### src/rtl/reg_bank_if.sv
// Operand/write-back bus between the datapath and the architectural register bank.
// The master drives write-back, claim, step and control requests; the slave returns state.
interface reg_bank_if #(
    parameter int WIDTH = 16
);
    logic               wr_en;
    logic [2:0]         wr_targ;
    logic [WIDTH-1:0]   wr_data;
    logic               step_en;
    logic               claim_en;
    logic [2:0]         claim_targ;
    logic [2:0]         rd_a_targ;
    logic [2:0]         rd_b_targ;
    logic               halt_req;
    logic               resume;
    logic [WIDTH-1:0]   pc;
    logic [6*WIDTH-1:0] reg_file;
    logic [7:0]         busy;
    logic               hazard;
    logic               halted;

    modport master (
        output wr_en, wr_targ, wr_data, step_en, claim_en, claim_targ,
               rd_a_targ, rd_b_targ, halt_req, resume,
        input  pc, reg_file, busy, hazard, halted
    );

    modport slave (
        input  wr_en, wr_targ, wr_data, step_en, claim_en, claim_targ,
               rd_a_targ, rd_b_targ, halt_req, resume,
        output pc, reg_file, busy, hazard, halted
    );
endinterface

### src/rtl/reg_bank.sv
// PC + R2..R7 store with busy scoreboard and RUN/HALT FSM; writes visible one cycle after the edge.
// No backpressure: one write-back per cycle is always accepted; issue stalls on hazard.
module reg_bank #(
    parameter int               WIDTH    = 16,
    parameter logic [WIDTH-1:0] PC_RESET = '0
) (
    input  logic        clk,
    input  logic        rst_n,
    reg_bank_if.slave   bus
);
    typedef enum logic {ST_RUN, ST_HALT} state_t;

    state_t           r_state;
    state_t           w_state_nxt;
    logic [WIDTH-1:0] r_pc;
    logic [WIDTH-1:0] r_regs [2:7];
    logic [7:0]       r_busy;
    logic [7:0]       w_busy_nxt;
    logic             w_run;
    logic             w_pc_wr;

    assign w_run   = (r_state == ST_RUN);
    assign w_pc_wr = bus.wr_en && (bus.wr_targ == 3'd1);

    always_ff @(posedge clk or negedge rst_n) begin
        if (!rst_n) begin
            r_state <= ST_RUN;
        end else begin
            r_state <= w_state_nxt;
        end
    end

    // In RUN a halt request dominates; in HALT a resume dominates.
    always_comb begin
        w_state_nxt = r_state;
        case (r_state)
            ST_RUN:  if (bus.halt_req) w_state_nxt = ST_HALT;
            ST_HALT: if (bus.resume)   w_state_nxt = ST_RUN;
            default: w_state_nxt = ST_RUN;
        endcase
    end

    always_ff @(posedge clk or negedge rst_n) begin
        if (!rst_n) begin
            r_pc <= PC_RESET;
        end else if (w_pc_wr) begin
            r_pc <= bus.wr_data;
        end else if (bus.step_en && w_run) begin
            r_pc <= r_pc + 1'b1;
        end
    end

    always_ff @(posedge clk or negedge rst_n) begin
        if (!rst_n) begin
            for (int n = 2; n < 8; n++) begin
                r_regs[n] <= '0;
            end
        end else if (bus.wr_en) begin
            for (int n = 2; n < 8; n++) begin
                if (bus.wr_targ == 3'(n)) begin
                    r_regs[n] <= bus.wr_data;
                end
            end
        end
    end

    // A new claim outranks a retiring write to the same target.
    always_comb begin
        w_busy_nxt = r_busy;
        w_busy_nxt[0] = 1'b0;
        for (int n = 1; n < 8; n++) begin
            if (bus.claim_en && w_run && (bus.claim_targ == 3'(n))) begin
                w_busy_nxt[n] = 1'b1;
            end else if (bus.wr_en && (bus.wr_targ == 3'(n))) begin
                w_busy_nxt[n] = 1'b0;
            end
        end
    end

    always_ff @(posedge clk or negedge rst_n) begin
        if (!rst_n) begin
            r_busy <= '0;
        end else begin
            r_busy <= w_busy_nxt;
        end
    end

    assign bus.pc       = r_pc;
    assign bus.reg_file = {r_regs[2], r_regs[3], r_regs[4], r_regs[5], r_regs[6], r_regs[7]};
    assign bus.busy     = r_busy;
    assign bus.hazard   = r_busy[bus.rd_a_targ] | r_busy[bus.rd_b_targ];
    assign bus.halted   = (r_state == ST_HALT);
endmodule

### src/flat_wrapper.sv
// flat-port wrapper written by rule: the top's interface ports become plain ports
module reg_bank_flat 
#(
    parameter int               WIDTH    = 16,
    parameter logic [WIDTH-1:0] PC_RESET = '0
)
  (clk, rst_n, bus_wr_en, bus_wr_targ, bus_wr_data, bus_step_en, bus_claim_en, bus_claim_targ, bus_rd_a_targ, bus_rd_b_targ, bus_halt_req, bus_resume, bus_pc, bus_reg_file, bus_busy, bus_hazard, bus_halted);
  reg_bank_if #(.WIDTH(WIDTH)) bus_i ();
  input  logic clk;
  input  logic rst_n;
  input wire logic [$bits(bus_i.wr_en)-1:0] bus_wr_en;
  input wire logic [$bits(bus_i.wr_targ)-1:0] bus_wr_targ;
  input wire logic [$bits(bus_i.wr_data)-1:0] bus_wr_data;
  input wire logic [$bits(bus_i.step_en)-1:0] bus_step_en;
  input wire logic [$bits(bus_i.claim_en)-1:0] bus_claim_en;
  input wire logic [$bits(bus_i.claim_targ)-1:0] bus_claim_targ;
  input wire logic [$bits(bus_i.rd_a_targ)-1:0] bus_rd_a_targ;
  input wire logic [$bits(bus_i.rd_b_targ)-1:0] bus_rd_b_targ;
  input wire logic [$bits(bus_i.halt_req)-1:0] bus_halt_req;
  input wire logic [$bits(bus_i.resume)-1:0] bus_resume;
  output wire logic [$bits(bus_i.pc)-1:0] bus_pc;
  output wire logic [$bits(bus_i.reg_file)-1:0] bus_reg_file;
  output wire logic [$bits(bus_i.busy)-1:0] bus_busy;
  output wire logic [$bits(bus_i.hazard)-1:0] bus_hazard;
  output wire logic [$bits(bus_i.halted)-1:0] bus_halted;
  assign bus_i.wr_en = bus_wr_en;
  assign bus_i.wr_targ = bus_wr_targ;
  assign bus_i.wr_data = bus_wr_data;
  assign bus_i.step_en = bus_step_en;
  assign bus_i.claim_en = bus_claim_en;
  assign bus_i.claim_targ = bus_claim_targ;
  assign bus_i.rd_a_targ = bus_rd_a_targ;
  assign bus_i.rd_b_targ = bus_rd_b_targ;
  assign bus_i.halt_req = bus_halt_req;
  assign bus_i.resume = bus_resume;
  assign bus_pc = bus_i.pc;
  assign bus_reg_file = bus_i.reg_file;
  assign bus_busy = bus_i.busy;
  assign bus_hazard = bus_i.hazard;
  assign bus_halted = bus_i.halted;
  reg_bank #(.WIDTH(WIDTH), .PC_RESET(PC_RESET)) u_core (.clk(clk), .rst_n(rst_n), .bus(bus_i));
endmodule
### config.mk
export PLATFORM = sky130hd
export DESIGN_NAME = reg_bank_flat
export DESIGN_NICKNAME = d
export VERILOG_FILES = /design/src/rtl/reg_bank_if.sv /design/src/rtl/reg_bank.sv /design/src/flat_wrapper.sv
export SDC_FILE = /design/constraint.sdc
export NUM_CORES = 1
export LEC_CHECK = 0
export BUFFER_PORTS_ARGS = -buffer_cell sky130_fd_sc_hd__buf_4
export CAP_MARGIN = 10
export CORE_AREA = 2 2 101 103
export DETAILED_ROUTE_END_ITERATION = 8
export DIE_AREA = 0 0 103 105
export PLACE_DENSITY = 0.84
export SYNTH_ARGS = -nofsm -noshare
export SYNTH_HDL_FRONTEND = slang
export SYNTH_SLANG_ARGS = --single-unit
### constraint.sdc
create_clock -name clk -period 3.4 [get_ports clk]
set_clock_uncertainty 0.2 [all_clocks]
set_input_delay 0.68 -clock clk [delete_from_list [all_inputs] [get_ports clk]]
set_output_delay 0.68 -clock clk [all_outputs]
set_load 0.1 [all_outputs]
# == After elaboration in Yosys (flattened, before gate mapping) ==
# Index checks and enable logic that the tools add are counted.
# Widths: inputs -> output; s select.
# word_totals
register_bits,120
inputBits,35
output_inout_bits,122
wordCells,87
# classes
add_sub_neg,1
n_lt_le_gt_ge,2
n_eq_ne,14
muxes,23
n_bitwise,2
reduce_logical,30
# op_table
op,count
$mux 16,2
$eq 3x3->1 const B,8
$mux 1,18
$add 16x1->16 const B,1
$logic_and 1x1->1,16
$reduce_bool 2->1,8
$eq 3x2->1 const B,4
$reduce_and 2->1,6
$lt 3x4->1 const B,2
$bmux 1 s3,2
$eq 3x1->1 const B,2
$pmux 1 s2,1
$not 1->1,1
$or 1x1->1,1

# == Logic depth before layout (Yosys ltp) ==
# depth
ltp_word,4
depth_mapped,6
ltp_nobuf,5

# == Least setup slack after synthesis ==
# OpenSTA, ideal clock, no wires.
# synth_timing
path_type,flip-flop to output port
from,"register u_core.r_busy[1], in the netlist u_core.bus.busy[1]"
to,output port bus_hazard
arrival_time_ns,2.746
t_required_ns,2.520
setup_slack_ns,-0.226
path_stages_with_launch,5
path_buffers,0
path_cell_list,dfrtp_1 inv_1 o21ai_0 a21oi_1 o211ai_1
# synth_between
elab_chain_len,3
elab_cells_between_ends,5
classes_between,4 x mux; 1 x bitwise
# synth_lines
item,line_no,text
from (decl),reg_bank.sv:17,logic [7:0] r_busy;
from (signal assigned),reg_bank.sv:84,r_busy <= w_busy_nxt;
$bmux 1 s3,reg_bank.sv:91,assign bus.hazard = r_busy[bus.rd_a_targ] | r_busy[bus.rd_b_targ];
$mux 1 (implied by the code),reg_bank.sv:91,
$or 1x1->1 (*),reg_bank.sv:91,
to (decl),flat_wrapper.sv:24,output wire logic [$bits(bus_i.hazard)-1:0] bus_hazard;
# Mark *: on every way between the ends. The rest lies on a longest branch, timed or not. The select of a mux whose other input is x is not followed.

# == Worst setup path in the final report ==
# layout_timing
from,"register u_core.r_busy[3], in the netlist u_core.bus.busy[3]"
to,output port bus_hazard
# The elaborated chain is that of the path after synthesis.

==> impl_metrics.py <==
metrics = {
    "worst_setup_path": {
        "end_kind": "output port",
        "worst_ep_required_time_ps": 2520,
        "r2r_slack_ps": 1600,
        "slowest_stage": "mux4_2",
        "crit_path_start_kind": "register",
        "r2r-end": "u_core.bus.pc[12]",
        "critPathBufInv": 1,
        "arrival_ps": 1920,
        "slowest_delay_ps": 480,
        "cp_max_fo": 4,
        "path_delay_family": "multiplexers",
        "cp.depth": 4,
        "r2r-start": "u_core.bus.pc[1]",
        "path_cells": "mux2i_1, mux4_2, o211ai_1, buf_4",
        "r2r_cells": 5,
        "path_class": "register to output port",
    },
    "grt": {
        "grt_max_degree": 59,
        "grt_pass1_vias": 3808,
        "grt_usage_pct": 25.0,
        "overflow": 0,
        "grt_pass1_wl_um": 20100,
        "antenna_found_initial": 0,
    },
    "power_and_ir_drop": {
        "irDropWorstVdd_mv": 0.688,
        "p_sw_share_pct": 49.9,
        "p_per_area_nw_per_um2": 1060,
        "p_comb_share_pct": 48.2,
        "power_frac_seq_pct": 27.0,
        "leakagePower_nw": 3.31,
        "p_switching_mw": 3.74,
        "pwr-share-clk_pct": 24.8,
        "intPower_mw": 3.75,
    },
    "placed_design": {
        "dp_cells": 638,
        "io_buffers": 155,
        "gp_congestion": 0.788,
        "dp_hpwl_um": 8790,
    },
    "route": {
        "finalWirelength_um": 12900,
        "wl_per_cell_um": 19.2,
        "dr.pass1.iters": 4,
        "drtAntennaViolNets": 0,
        "drc": 0,
        "dr.first_iter.drc_count": 151,
        "vias": 3587,
        "routed_via_density": 5.37,
    },
    "logic_synthesis": {
        "ys.flop_type": "dfrtp_1",
        "ys_seq_area_share_pct": 58.0,
        "synthTopCellsByArea": "dfrtp_1, mux2_2, mux2_4",
        "ys_types": 45,
        "yosysWarnings": 0,
        "synth-seq-cells": 120,
        "syn_inst": 362,
        "synth_compound_area_share_pct": 2.75,
        "yosys.area.top_type": "dfrtp_1",
        "synth_top_family_by_area": "multiplexers",
        "synthArstFlopShare_pct": 100,
        "yosysTopAreaCellShare_pct": 58.0,
        "synth_area_per_cell_um2": 14.3,
        "synth-edff-count": 0,
        "syn_area_um2": 5180,
        "synth_mux_area_share_pct": 23.7,
        "yosys.area_share.simple_pct": 9.88,
        "synth_nets": 398,
        "synthAdderAreaFrac_pct": 0.242,
        "synth_xor_area_share_pct": 2.03,
    },
    "clock_network": {
        "cts_tree": "done",
        "clk_latency_ps": 510,
        "clkTransAtPathRegs_ps": 60,
        "cts-root-buf": "clkbuf_8",
        "post_cts_buffers": 0,
        "ctsResizeCount": 0,
        "cts_hold_buf": 0,
        "clock_path_buffers": 2,
        "cts.sinks": 120,
        "htreeDepth": 4,
        "cts_buffers": 17,
    },
    "floorplan": {
        "die_y_um": 105,
        "die_x_um": 103,
        "core_um2": 9640,
        "initial_utilization_pct": 53.7,
        "io_pins": 157,
        "die_area_um2": 10800,
        "row_count": 36,
    },
    "worst_hold_path": {
        "hold_class": "primary input to asynchronous set/reset pin",
    },
    "timing": {
        "setup_tns_ps": 0,
        "fin_crit_ps": 2800,
        "rsz0062_at_grt": "no",
        "final_max_slew_viol_count": 0,
        "finalCritPeriodShare_pct": 82.3,
        "hold_viol_final": 0,
        "slew_headroom_pct": 47.2,
        "holdWs_ps": 31.1,
        "setup_viol": 0,
        "worst_slew_pin_slew_ps": 791,
        "timing.fmax_mhz": 357,
    },
    "finish": {
        "areaGrowthSynthToFinish_pct": 35.9,
        "final_cell_mix": "buf_4, dfrtp_1, mux2_2, nand2_1, o21ai_0",
        "drive_above_1_share_pct": 55.7,
        "final_common_cell": "buf_4",
        "fin_cells": 668,
        "nets": 560,
        "num_antenna_cells": 0,
    },
    "run_status": {
        "outcome": "finished clean",
    },
    "job": {
        "cap_violations": 0,
    },
}
## worst reg2reg max path: cells and delay by family (launching register included)
family                     cells  cell delay, ps
and+or+nand+nor                2             500
DFF                            1             450
adders and majority gates      1             250
xor gates and xnor gates       1             170
AOI/OAI and AO/OA              1              80
## layer usage
metal / GRT usage (%) / up-vias / routed length, um
li1: - / 1623 / -
met1: 30.3 / 1814 / 5240
met2: 40.6 / 123 / 6430
met3: 9.43 / 27 / 940
met4: 8.46 / 0 / 252
met5: 0 / - / 0
## metrics by stage
| stage | utilization [%] | power [mW] | area, um^2 | setup WS (ps) |
|---|---|---|---|---|
| floorplan | - | 4.84 | 5180 | 38.1 |
| global placement | 66.6 | 5.59 | 6420 | 722 |
| detailed placement | 66.6 | 5.65 | 6420 | 690 |
| CTS | 73.0 | 7.53 | 7040 | 569 |
| global route | 73.0 | 7.73 | 7040 | 507 |
| finish | 73.0 | 7.49 | 7040 | 601 |
## kinds of logic (layout without fill, tap and decap cells)
family / count (synthesis) / in the layout
buffers and inverters: 24 / 197
other: 1 / 1
XOR/XNOR: 12 / 12
AO/OA/AOI/OAI: 25 / 25
flip-flops: 120 / 120
multiplexers: 105 / 105
AND/OR/NAND/NOR: 74 / 74
adder cells (fa/ha/maj): 1 / 1
## sequential cells by signal, indices dropped and copies added (netlist names)
name	flops
u_core.bus.halted	1
u_core.bus.pc	16
u_core.bus.reg_file	96
u_core.bus.busy	7
## Yosys cell counts, types with 4 or more instances
library cell	n
buf_6	5
buf_2	6
nand4_1	9
mux2_4	9
inv_1	6
o21ai_0	18
nand4b_4	4
xor2_1	7
nand2_1	28
mux2i_1	7
mux2_2	84
dfrtp_1	120
buf_4	5
nor2_1	5
xnor2_1	5
## cell type report
class | count | area [um^2]
Clock inverter | 8 | 144
Sequential cell | 120 | 3010
Timing Repair Buffer | 161 | 1220
Clock buffer | 22 | 473
Tap cell | 133 | 166
Multi-Input combinational cell | 218 | 2010
Fill cell | 652 | 2600
Inverter | 6 | 22.5
## worst max-delay path by stage
stage                                  start    endpoint  slack, ps
final                     u_core.bus.busy[3]  bus_hazard        600
after CTS                 u_core.bus.busy[3]  bus_hazard        570
after global placement      bus_rd_a_targ[2]  bus_hazard        720
after global routing      u_core.bus.busy[3]  bus_hazard        510
after detailed placement    bus_rd_a_targ[2]  bus_hazard        690
after floorplan           u_core.bus.busy[1]  bus_hazard         40
## power groups by stage
stage / Sequential (mW) / Combinational (mW) / Clock (mW)
global route: 2.06 / 3.70 / 1.96
global placement: 2.01 / 3.58 / 0
CTS: 2.02 / 3.63 / 1.88
detailed placement: 2.03 / 3.62 / 0
floorplan: 4.39 / 0.451 / 0
finish: 2.02 / 3.61 / 1.86
Power figures use the tool's default switching activity.
